==> src/rtl/lsu_mem_ctrl.sv <==
// Load/store initiator: byte/half/word requests in, word-addressed single-port memory cycles out.
// Latency (accept edge to rsp_valid): error 1, word store 2, load 3, sub-word store (read-modify-write) 4.
// Backpressure: one request in flight; req_ready only in IDLE; response held stable until rsp_ready.
//
// Ports:
//   clk, rst_n            clock, synchronous active-low reset
//   req_*                 request channel (valid/ready), byte address, size, sign mode, store data
//   rsp_*                 response channel (valid/ready), load data and error flag
//   mem_read_*            registered read strobe/word address; read data + read-valid one cycle later
//   mem_write_*           registered write strobe/word address/data
module lsu_mem_ctrl #(
   parameter int _D = 1024
) (
   input  logic        clk,
   input  logic        rst_n,
   input  logic        req_valid,
   output logic        req_ready,
   input  logic        req_we,
   input  logic [31:0] req_addr,
   input  logic [1:0]  req_size,
   input  logic        req_unsigned,
   input  logic [31:0] req_wdata,
   output logic        rsp_valid,
   input  logic        rsp_ready,
   output logic [31:0] rsp_rdata,
   output logic        rsp_err,
   output logic        mem_read_en,
   output logic [31:0] mem_read_addr,
   input  logic [31:0] mem_read_dat,
   input  logic        mem_r_v,
   output logic        mem_write_en,
   output logic [31:0] mem_write_addr,
   output logic [31:0] mem_write_dat
);

   localparam logic [1:0] SZ_BYTE = 2'b00;
   localparam logic [1:0] SZ_HALF = 2'b01;
   localparam logic [1:0] SZ_WORD = 2'b10;

   typedef enum logic [2:0] {
      S_IDLE,
      S_RD_ISSUE,
      S_RD_DATA,
      S_RMW_ISSUE,
      S_RMW_DATA,
      S_WR_ISSUE,
      S_RESP
   } state_t;

   // Fields kept for the lifetime of an access. Only the low half of the
   // store data is needed: word stores load mem_write_dat at acceptance.
   typedef struct packed {
      logic [31:0] addr;
      logic [1:0]  size;
      logic        unsgn;
      logic [15:0] wdata;
   } req_t;

   state_t state_q, state_d;
   req_t   req_q, req_d;

   logic        rsp_valid_d;
   logic [31:0] rsp_rdata_d;
   logic        rsp_err_d;
   logic        mem_read_en_d;
   logic [31:0] mem_read_addr_d;
   logic        mem_write_en_d;
   logic [31:0] mem_write_addr_d;
   logic [31:0] mem_write_dat_d;

   logic [31:0] in_word;
   logic        dec_err;
   logic [31:0] cur_word;
   logic [31:0] byte_shift;
   logic [31:0] half_shift;
   logic [31:0] ld_val;
   logic [31:0] lane_mask;
   logic [31:0] lane_data;
   logic [31:0] merged;

   assign req_ready = (state_q == S_IDLE);

   // Decode of the incoming request; only meaningful in IDLE.
   assign in_word = {2'b00, req_addr[31:2]};
   assign dec_err = (req_size == 2'b11)
                 || ((req_size == SZ_HALF) && req_addr[0])
                 || ((req_size == SZ_WORD) && (req_addr[1:0] != 2'b00))
                 || (in_word >= 32'(_D));

   assign cur_word = {2'b00, req_q.addr[31:2]};

   // Lane extraction for loads: shift the addressed lane down to bit 0.
   assign byte_shift = mem_read_dat >> {req_q.addr[1:0], 3'b000};
   assign half_shift = mem_read_dat >> {req_q.addr[1], 4'b0000};

   always_comb begin
      ld_val = 32'h0;
      case (req_q.size)
         SZ_BYTE: ld_val = req_q.unsgn ? {24'h0, byte_shift[7:0]}
                                       : {{24{byte_shift[7]}}, byte_shift[7:0]};
         SZ_HALF: ld_val = req_q.unsgn ? {16'h0, half_shift[15:0]}
                                       : {{16{half_shift[15]}}, half_shift[15:0]};
         SZ_WORD: ld_val = mem_read_dat;
         default: ld_val = 32'h0;
      endcase
   end

   // Sub-word merge: replicate the store data across all lanes and let the
   // mask pick the addressed lane; everything else comes from the read word.
   always_comb begin
      lane_mask = 32'h0;
      lane_data = 32'h0;
      if (req_q.size == SZ_HALF) begin
         lane_mask = 32'h0000_FFFF << {req_q.addr[1], 4'b0000};
         lane_data = {2{req_q.wdata[15:0]}};
      end else begin
         lane_mask = 32'h0000_00FF << {req_q.addr[1:0], 3'b000};
         lane_data = {4{req_q.wdata[7:0]}};
      end
   end

   assign merged = (mem_read_dat & ~lane_mask) | (lane_data & lane_mask);

   always_ff @(posedge clk) begin
      if (!rst_n) begin
         state_q <= S_IDLE;
      end else begin
         state_q <= state_d;
      end
   end

   // Next state plus next value of every registered output. Strobes default
   // low so each is high for exactly the one cycle of its issue state.
   always_comb begin
      state_d          = state_q;
      req_d            = req_q;
      rsp_valid_d      = rsp_valid;
      rsp_rdata_d      = rsp_rdata;
      rsp_err_d        = rsp_err;
      mem_read_en_d    = 1'b0;
      mem_read_addr_d  = mem_read_addr;
      mem_write_en_d   = 1'b0;
      mem_write_addr_d = mem_write_addr;
      mem_write_dat_d  = mem_write_dat;

      case (state_q)
         S_IDLE: begin
            if (req_valid) begin
               req_d.addr  = req_addr;
               req_d.size  = req_size;
               req_d.unsgn = req_unsigned;
               req_d.wdata = req_wdata[15:0];
               if (dec_err) begin
                  rsp_valid_d = 1'b1;
                  rsp_err_d   = 1'b1;
                  rsp_rdata_d = 32'h0;
                  state_d     = S_RESP;
               end else if (!req_we) begin
                  mem_read_en_d   = 1'b1;
                  mem_read_addr_d = in_word;
                  state_d         = S_RD_ISSUE;
               end else if (req_size == SZ_WORD) begin
                  mem_write_en_d   = 1'b1;
                  mem_write_addr_d = in_word;
                  mem_write_dat_d  = req_wdata;
                  state_d          = S_WR_ISSUE;
               end else begin
                  mem_read_en_d   = 1'b1;
                  mem_read_addr_d = in_word;
                  state_d         = S_RMW_ISSUE;
               end
            end
         end
         S_RD_ISSUE: state_d = S_RD_DATA;
         S_RD_DATA: begin
            rsp_valid_d = 1'b1;
            rsp_err_d   = !mem_r_v;
            rsp_rdata_d = mem_r_v ? ld_val : 32'h0;
            state_d     = S_RESP;
         end
         S_RMW_ISSUE: state_d = S_RMW_DATA;
         S_RMW_DATA: begin
            if (!mem_r_v) begin
               // Read failed: abandon the store rather than write a guessed word.
               rsp_valid_d = 1'b1;
               rsp_err_d   = 1'b1;
               rsp_rdata_d = 32'h0;
               state_d     = S_RESP;
            end else begin
               mem_write_en_d   = 1'b1;
               mem_write_addr_d = cur_word;
               mem_write_dat_d  = merged;
               state_d          = S_WR_ISSUE;
            end
         end
         S_WR_ISSUE: begin
            rsp_valid_d = 1'b1;
            rsp_err_d   = 1'b0;
            rsp_rdata_d = 32'h0;
            state_d     = S_RESP;
         end
         S_RESP: begin
            if (rsp_ready) begin
               rsp_valid_d = 1'b0;
               state_d     = S_IDLE;
            end
         end
         default: state_d = S_IDLE;
      endcase
   end

   always_ff @(posedge clk) begin
      if (!rst_n) begin
         req_q          <= '0;
         rsp_valid      <= 1'b0;
         rsp_rdata      <= 32'h0;
         rsp_err        <= 1'b0;
         mem_read_en    <= 1'b0;
         mem_read_addr  <= 32'h0;
         mem_write_en   <= 1'b0;
         mem_write_addr <= 32'h0;
         mem_write_dat  <= 32'h0;
      end else begin
         req_q          <= req_d;
         rsp_valid      <= rsp_valid_d;
         rsp_rdata      <= rsp_rdata_d;
         rsp_err        <= rsp_err_d;
         mem_read_en    <= mem_read_en_d;
         mem_read_addr  <= mem_read_addr_d;
         mem_write_en   <= mem_write_en_d;
         mem_write_addr <= mem_write_addr_d;
         mem_write_dat  <= mem_write_dat_d;
      end
   end

endmodule

==> config.mk <==
export PLATFORM = sky130hd
export DESIGN_NAME = lsu_mem_ctrl
export DESIGN_NICKNAME = d
export VERILOG_FILES = /design/src/rtl/lsu_mem_ctrl.sv
export SDC_FILE = /design/constraint.sdc
export NUM_CORES = 1
export LEC_CHECK = 0
export ABC_AREA = 1
export ABC_CLOCK_PERIOD_IN_PS = 2000
export CAP_MARGIN = 15
export CORE_MARGIN = 3
export CORE_UTILIZATION = 41
export DETAILED_ROUTE_END_ITERATION = 8
export DONT_BUFFER_PORTS = 1
export PLACE_DENSITY = 0.63
export SYNTH_ARGS = -nofsm -noshare
export SYNTH_HDL_FRONTEND = slang
export SYNTH_SLANG_ARGS = --single-unit
==> constraint.sdc <==
create_clock -name clk -period 2 [get_ports clk]
set_input_delay 0.6 -clock clk [delete_from_list [all_inputs] [get_ports clk]]
set_output_delay 0.6 -clock clk [all_outputs]
set_load 0.005 [all_outputs]
==> impl_metrics.csv <==
group,metric,value,unit
power_and_ir_drop,power_switching,4840,uW
sta,skew,0.0113,ns
clock_tree,cts_resized,0,
setup_path,rrSetupSlack,0.25,ns
power_and_ir_drop,seq_power_share,0.366,
placement,gp_congestion,0.901,
power_and_ir_drop,combPwrFrac,0.346,
floorplan,io_pins,238,
placement,io_buffer_count,0,
sta,setup_viol,0,
logic_synthesis,syn_area_per_cell,6.87,um^2
clock_tree,cts_hold_buf,0,
global_routing,grt_pass1_wl,40400,um
global_routing,track_usage,0.231,
run_status,status,"complete, no violations",
logic_synthesis,syn_inst,1211,
finish,fin_cells,1461,
setup_path,worstReg2RegStart,"req_q[19]$_SDFFE_PN0P_",
sta,finalHoldViolations,0,
global_routing,grt_overflow,0,
floorplan,row_count,51,
setup_path,reg2reg_depth,9,
setup_path,crit_path_max_fanout,7,
floorplan,initial_core_util,0.422,
floorplan,die-width,148,um
clock_tree,h-tree-depth,4,
setup_path,path_class,"reg -> out",
sta,fmax,548,MHz
routing,postRouteAntennaNets,0,
sta,final_max_slew_viol_count,0,
logic_synthesis,ys_warn_count,0,
power_and_ir_drop,p_clk_frac,0.288,
setup_path,start_kind,"flip-flop",
floorplan,core,0.0197,mm^2
global_routing,grt_pass1_vias,7314,
setup_path,r2r-end,"rsp_rdata[30]$_SDFFE_PN0P_",
power_and_ir_drop,worst_ir_drop_vdd,0.658,mV
global_routing,antenna_found_initial,1,
finish,n_antenna_cell,0,
floorplan,die_h,148,um
finish,drive_gt1_frac,0.0753,
routing,via_count,7851,
clock_tree,clk_latency,0.42,ns
min_path,hold_path_class,"in -> reg",
logic_synthesis,seq_area_frac_synth,0.438,
logic_synthesis,ys_ff_latch,182,
routing,routed_wl,26200,um
routing,wire_per_inst,17.9,um
setup_path,crit_required,1.40,ns
power_and_ir_drop,power-per-cell-area,1370,mW/mm^2
floorplan,die-area,0.0220,mm^2
routing,drtIter0Drc,580,
power_and_ir_drop,switching_share,0.382,
clock_tree,clkTransAtPathRegs,0.07,ns
setup_path,startpoint,"state_q[1]$_SDFFE_PN0P_",
routing,first_pass_iters,5,
finish,area_growth,11.7,%
clock_tree,numCtsBuffers,17,
clock_tree,post-cts-setup-buffers,0,
power_and_ir_drop,p_int,7830,uW
placement,post-dp-hpwl,18900,um
sta,fin_crit,1.83,ns
placement,placed_cells,1429,
sta,finalSetupTns,0,ns
job,max_cap_viol_count,0,
clock_tree,cts_tree,"done",
setup_path,cp_data_arrival_time,1.23,ns
global_routing,grt_max_degree,68,
routing,drc,0,
finish,fin_nets,1288,
clock_tree,clockBufferDepth,2,
routing,vias_per_cell,5.37,
logic_synthesis,synth_area,0.00831,mm^2
clock_tree,cts.sinks,182,
sta,rsz0062_at_grt,"no",
clock_tree,cts-root-buf,"clkbuf_16",
sta,period_share,0.913,
setup_path,crit_path_end_kind,"output port",
logic_synthesis,yosysUniqueCellTypes,31,
power_and_ir_drop,power_leakage,0.00384,uW
setup_path,endpoint,"req_ready",
-- routing by layer --
| layer | global-route usage | part of all wire | vias up |
|---|---|---|---|
| met5 | 0 | 0.00061 | - |
| met2 | 0.368 | 0.46 | 321 |
| met1 | 0.272 | 0.39 | 3545 |
| li1 | - | - | 3922 |
| met4 | 0.106 | 0.036 | 2 |
| met3 | 0.0972 | 0.11 | 61 |
-- metrics by stage --
stage	area (um^2)	power, uW	hold WS, ns	util	setup WS [ns]
floorplan	8330	7930	0.425	-	0.190
CTS	9280	12800	0.260	0.471	0.111
global placement	8650	9060	0.432	0.439	0.0841
global route	9290	13600	0.287	0.471	0.0781
detailed placement	8650	9120	0.438	0.439	0.0331
finish	9290	12700	0.304	0.471	0.174
-- sequential cells by signal, indices dropped and copies added (netlist names) --
register and flops:
mem_write_addr 30, mem_read_en 1, rsp_err 1, rsp_rdata 32
mem_read_addr 30, rsp_valid 1, req_q 21, state_q 3
mem_write_en 1, mem_write_dat 32, cur_word 30
-- cells by family (layout without fill, tap and decap cells) --
family                 Yosys count  in the layout  share of synthesized area
AND/OR/NAND/NOR                493            493                      0.249
AO/OA/AOI/OAI                  343            343                      0.214
buffers and inverters          192            174                     0.0983
flip-flops                     182            182                      0.438
other                            1              4                   0.000451
-- cells in the final DEF (no fill, tap or decap), drive strengths merged, types with 2 or more instances in the layout --
cell type / count
nor2: 29
bufinv: 4
clkinv: 7
nand4: 6
nand2: 338
and2: 2
nand3: 115
a21oi: 188
inv: 104
o211ai: 11
clkbuf: 18
dfxtp: 182
buf: 39
o21ai: 129
conb: 4
clkinvlp: 2
a22oi: 12
-- critical path, stage by stage, from the launching register on --
cell and delay [ns]:
dfxtp_1 0.39, nor3_4 0.23, buf_4 0.18
-- cell type report --
class                   instances  area [um^2]
repair buffers                 39          405
clock buffers                  18          439
inverters                     103          388
flip-flops and latches        182         3640
fillers                      2026        10400
multi-input cells             840         3880
well taps                     265          332
clock inverters                14          194
-- power groups by stage --
stage | clock (uW) | combinational (uW) | sequential [uW]
6_report | 3650 | 4380 | 4640
5_1_grt | 3890 | 5010 | 4710
4_1_cts | 3730 | 4400 | 4650
3_5_place_dp | 0 | 4380 | 4740
3_3_place_gp | 0 | 4330 | 4720
2_1_floorplan | 0 | 3350 | 4570
-- synthesized netlist by cell type --
library cell | instances | area share
a211oi_1 | 1 | 0.00090
a21oi_1 | 188 | 0.11
a22oi_1 | 12 | 0.011
and2_1 | 2 | 0.0015
and3_1 | 1 | 0.00075
buf_1 | 2 | 0.00090
buf_2 | 20 | 0.012
buf_4 | 7 | 0.0063
buf_6 | 6 | 0.0081
clkbuf_1 | 54 | 0.024
clkinv_1 | 2 | 0.00090
conb_1 | 1 | 0.00045
dfxtp_1 | 182 | 0.44
inv_1 | 94 | 0.042
inv_2 | 7 | 0.0032
nand2_1 | 336 | 0.15
nand2_2 | 1 | 0.00075
nand2_4 | 1 | 0.0014
nand3_1 | 114 | 0.069
nand3_2 | 1 | 0.0012
nand3b_1 | 1 | 0.00090
nand4_1 | 5 | 0.0038
nand4_4 | 1 | 0.0026
nor2_1 | 27 | 0.012
nor2_2 | 2 | 0.0015
nor3_4 | 1 | 0.0020
o211ai_1 | 11 | 0.0099
o21ai_0 | 121 | 0.073
o21ai_1 | 8 | 0.0048
o22ai_1 | 1 | 0.00075
o2bb2ai_1 | 1 | 0.0011
-- worst min-delay path by stage --
| stage | start | to | slack (ns) | depth (start not counted) |
|---|---|---|---|---|
| finish | rst_n | mem_read_en$_SDFF_PP0_ | 0.30 | 2 |
| global route | rst_n | mem_read_en$_SDFF_PP0_ | 0.29 | 2 |
| CTS | rst_n | mem_read_en$_SDFF_PP0_ | 0.26 | 2 |
| detailed placement | cur_word[14]$_SDFFE_PN0P_ | cur_word[14]$_SDFFE_PN0P_ | 0.44 | 2 |
| global placement | cur_word[26]$_SDFFE_PN0P_ | cur_word[26]$_SDFFE_PN0P_ | 0.43 | 2 |
| floorplan | cur_word[15]$_SDFFE_PN0P_ | cur_word[15]$_SDFFE_PN0P_ | 0.42 | 2 |
Note: power is estimated with default switching activity, not from simulation.
==> RTL change, RTL diff (same flow settings) <==
Put one more register stage on the output `rsp_err`. The value now appears one clock later. The other outputs are not delayed to match.
--- a/src/rtl/lsu_mem_ctrl.sv
+++ b/src/rtl/lsu_mem_ctrl.sv
@@ -56,6 +56,8 @@
       logic [15:0] wdata;
    } req_t;
 
+   logic rsp_err_s0;
+
    state_t state_q, state_d;
    req_t   req_q, req_d;
 
@@ -136,7 +138,7 @@
       req_d            = req_q;
       rsp_valid_d      = rsp_valid;
       rsp_rdata_d      = rsp_rdata;
-      rsp_err_d        = rsp_err;
+      rsp_err_d        = rsp_err_s0;
       mem_read_en_d    = 1'b0;
       mem_read_addr_d  = mem_read_addr;
       mem_write_en_d   = 1'b0;
@@ -214,7 +216,7 @@
          req_q          <= '0;
          rsp_valid      <= 1'b0;
          rsp_rdata      <= 32'h0;
-         rsp_err        <= 1'b0;
+         rsp_err_s0     <= 1'b0;
          mem_read_en    <= 1'b0;
          mem_read_addr  <= 32'h0;
          mem_write_en   <= 1'b0;
@@ -224,7 +226,7 @@
          req_q          <= req_d;
          rsp_valid      <= rsp_valid_d;
          rsp_rdata      <= rsp_rdata_d;
-         rsp_err        <= rsp_err_d;
+         rsp_err_s0     <= rsp_err_d;
          mem_read_en    <= mem_read_en_d;
          mem_read_addr  <= mem_read_addr_d;
          mem_write_en   <= mem_write_en_d;
@@ -233,5 +235,9 @@
       end
    end
 
+   always_ff @(posedge clk) begin
+      rsp_err <= rsp_err_s0;
+   end
+
 endmodule
 
Behaviour: not the same (Yosys sat finds a counterexample within 4 cycles, from zero or initial values and one cycle with rst_n low).
==> RTL change against the unedited design <==
- routed wire length fell by 0.45%
- critical endpoint unchanged
- maximum frequency decreased by 4.5%
- count of clock-buffer cells in the layout is 1 lower
- die area fell by 0.13%
- sequential share of layout area increased by 0.19 points
- synthesized cell count hardly changed
- core utilization is 0.17 points higher
- worst setup slack worse by 86 ps
- final area is essentially flat
- register-to-register slack lost 80 ps
- synthesized area fell by 0.14%
- sequential cell count increased by 1
- total power increased by 1.9%
==> RTL change: results <==
{
  "dpl.hpwl_um": 18500,
  "place.gp.congestion": 0.934,
  "status": "finished, final reports clean",
  "final_nets": 1283,
  "placed_cell_area_um2": 8640,
  "p_leak_nw": 3.83,
  "tightest_slew_ps": 582,
  "drive_above_1_share_pct": 7.30,
  "p_clk_share_pct": 28.6,
  "regToRegSetupSlack_ps": 170,
  "vias": 7804,
  "synth_area_leaders": "dfxtp_1 (44%), nand2_1 (15%), a21oi_1 (12%)",
  "p_sw_mw": 4.95,
  "r2r_cells": 8,
  "grt_pass1_wl_um": 40500,
  "r2r-start": "req_q[17]",
  "grtUsageTotal_pct": 23.3,
  "synth.top_cells.by_count": "nand2_1 (340), a21oi_1 (193), dfxtp_1 (183)",
  "antenna_found_initial": 1,
  "finalWirelength_um": 26000,
  "ys_seq_area_share_pct": 44.1,
  "grt_pass1_vias": 7163,
  "r2r_end": "rsp_rdata[1]",
  "finClkSkew_ps": 7.56,
  "power_sequential_mw": 4.67,
  "yosysUniqueCellTypes": 30,
  "postCtsSetupBuffers": 0,
  "place.port_buffers": 0,
  "drtIter0Drc": 795,
  "ir_drop_uv": 730,
  "grt_max_degree": 93,
  "arrival_ps": 1310
}
==> RTL change: cell types whose count changed after synthesis, moves of 4 or more <==
cell     delta
a21oi_1     +5
buf_6       -6
inv_1       -4
nand2_1     +4
nor2_1      -5
o21ai_1     -5
==> RTL change: per-layer routing <==
layer	wire length [um]	global-route usage (%)
met3	3030	8.78
met1	10900	31.2
met5	13	0
met2	11400	34.8
met4	641	7.71
==> RTL change: kinds of logic after synthesis <==
| logic type | synth area share [%] |
|---|---|
| simple gates | 25.3 |
| compound gates | 21.3 |
| buf+inv | 9.25 |
| flops | 44.1 |
| other cells | 0.0452 |
==> RTL change: final cells by class <==
| class | count | area (um2) |
|---|---|---|
| clock buffer | 17 | 425 |
| clock inverter | 15 | 213 |
| fill | 2032 | 10400 |
| inverter | 99 | 373 |
| multi-input combinational | 843 | 3900 |
| sequential | 183 | 3660 |
| tap | 265 | 332 |
| timing repair buffer | 34 | 380 |
==> RTL change: worst max-delay path, cell delays in order (launching register included) <==
cell and delay, ps:
dfxtp_1 390, nor3_4 320, buf_4 180
==> RTL change: through the flow <==
step | cells | hold slack, ps | setup WS (ps) | total power, mW
after global routing | 1456 | 277 | 3.82 | 13.8
final | 1456 | 287 | 88.7 | 12.9
after CTS | 1455 | 264 | 48.9 | 13.0
after floorplan | 1213 | 331 | 230 | 7.90
after detailed placement | 1423 | 348 | 2.25 | 9.25
after global placement | 1423 | 332 | -11.7 | 9.21
==> RTL change: worst max path at each step <==
stage	from	end	slack, ps	cells past startpoint
after global placement	req_addr[13]	mem_read_addr[4]	-10	9
after detailed placement	req_addr[13]	mem_read_addr[4]	2	9
final	state_q[1]	req_ready	90	2
after floorplan	req_addr[0]	rsp_rdata[21]	230	8
after CTS	state_q[1]	req_ready	50	2
after global routing	req_q[17]	rsp_rdata[11]	4	9
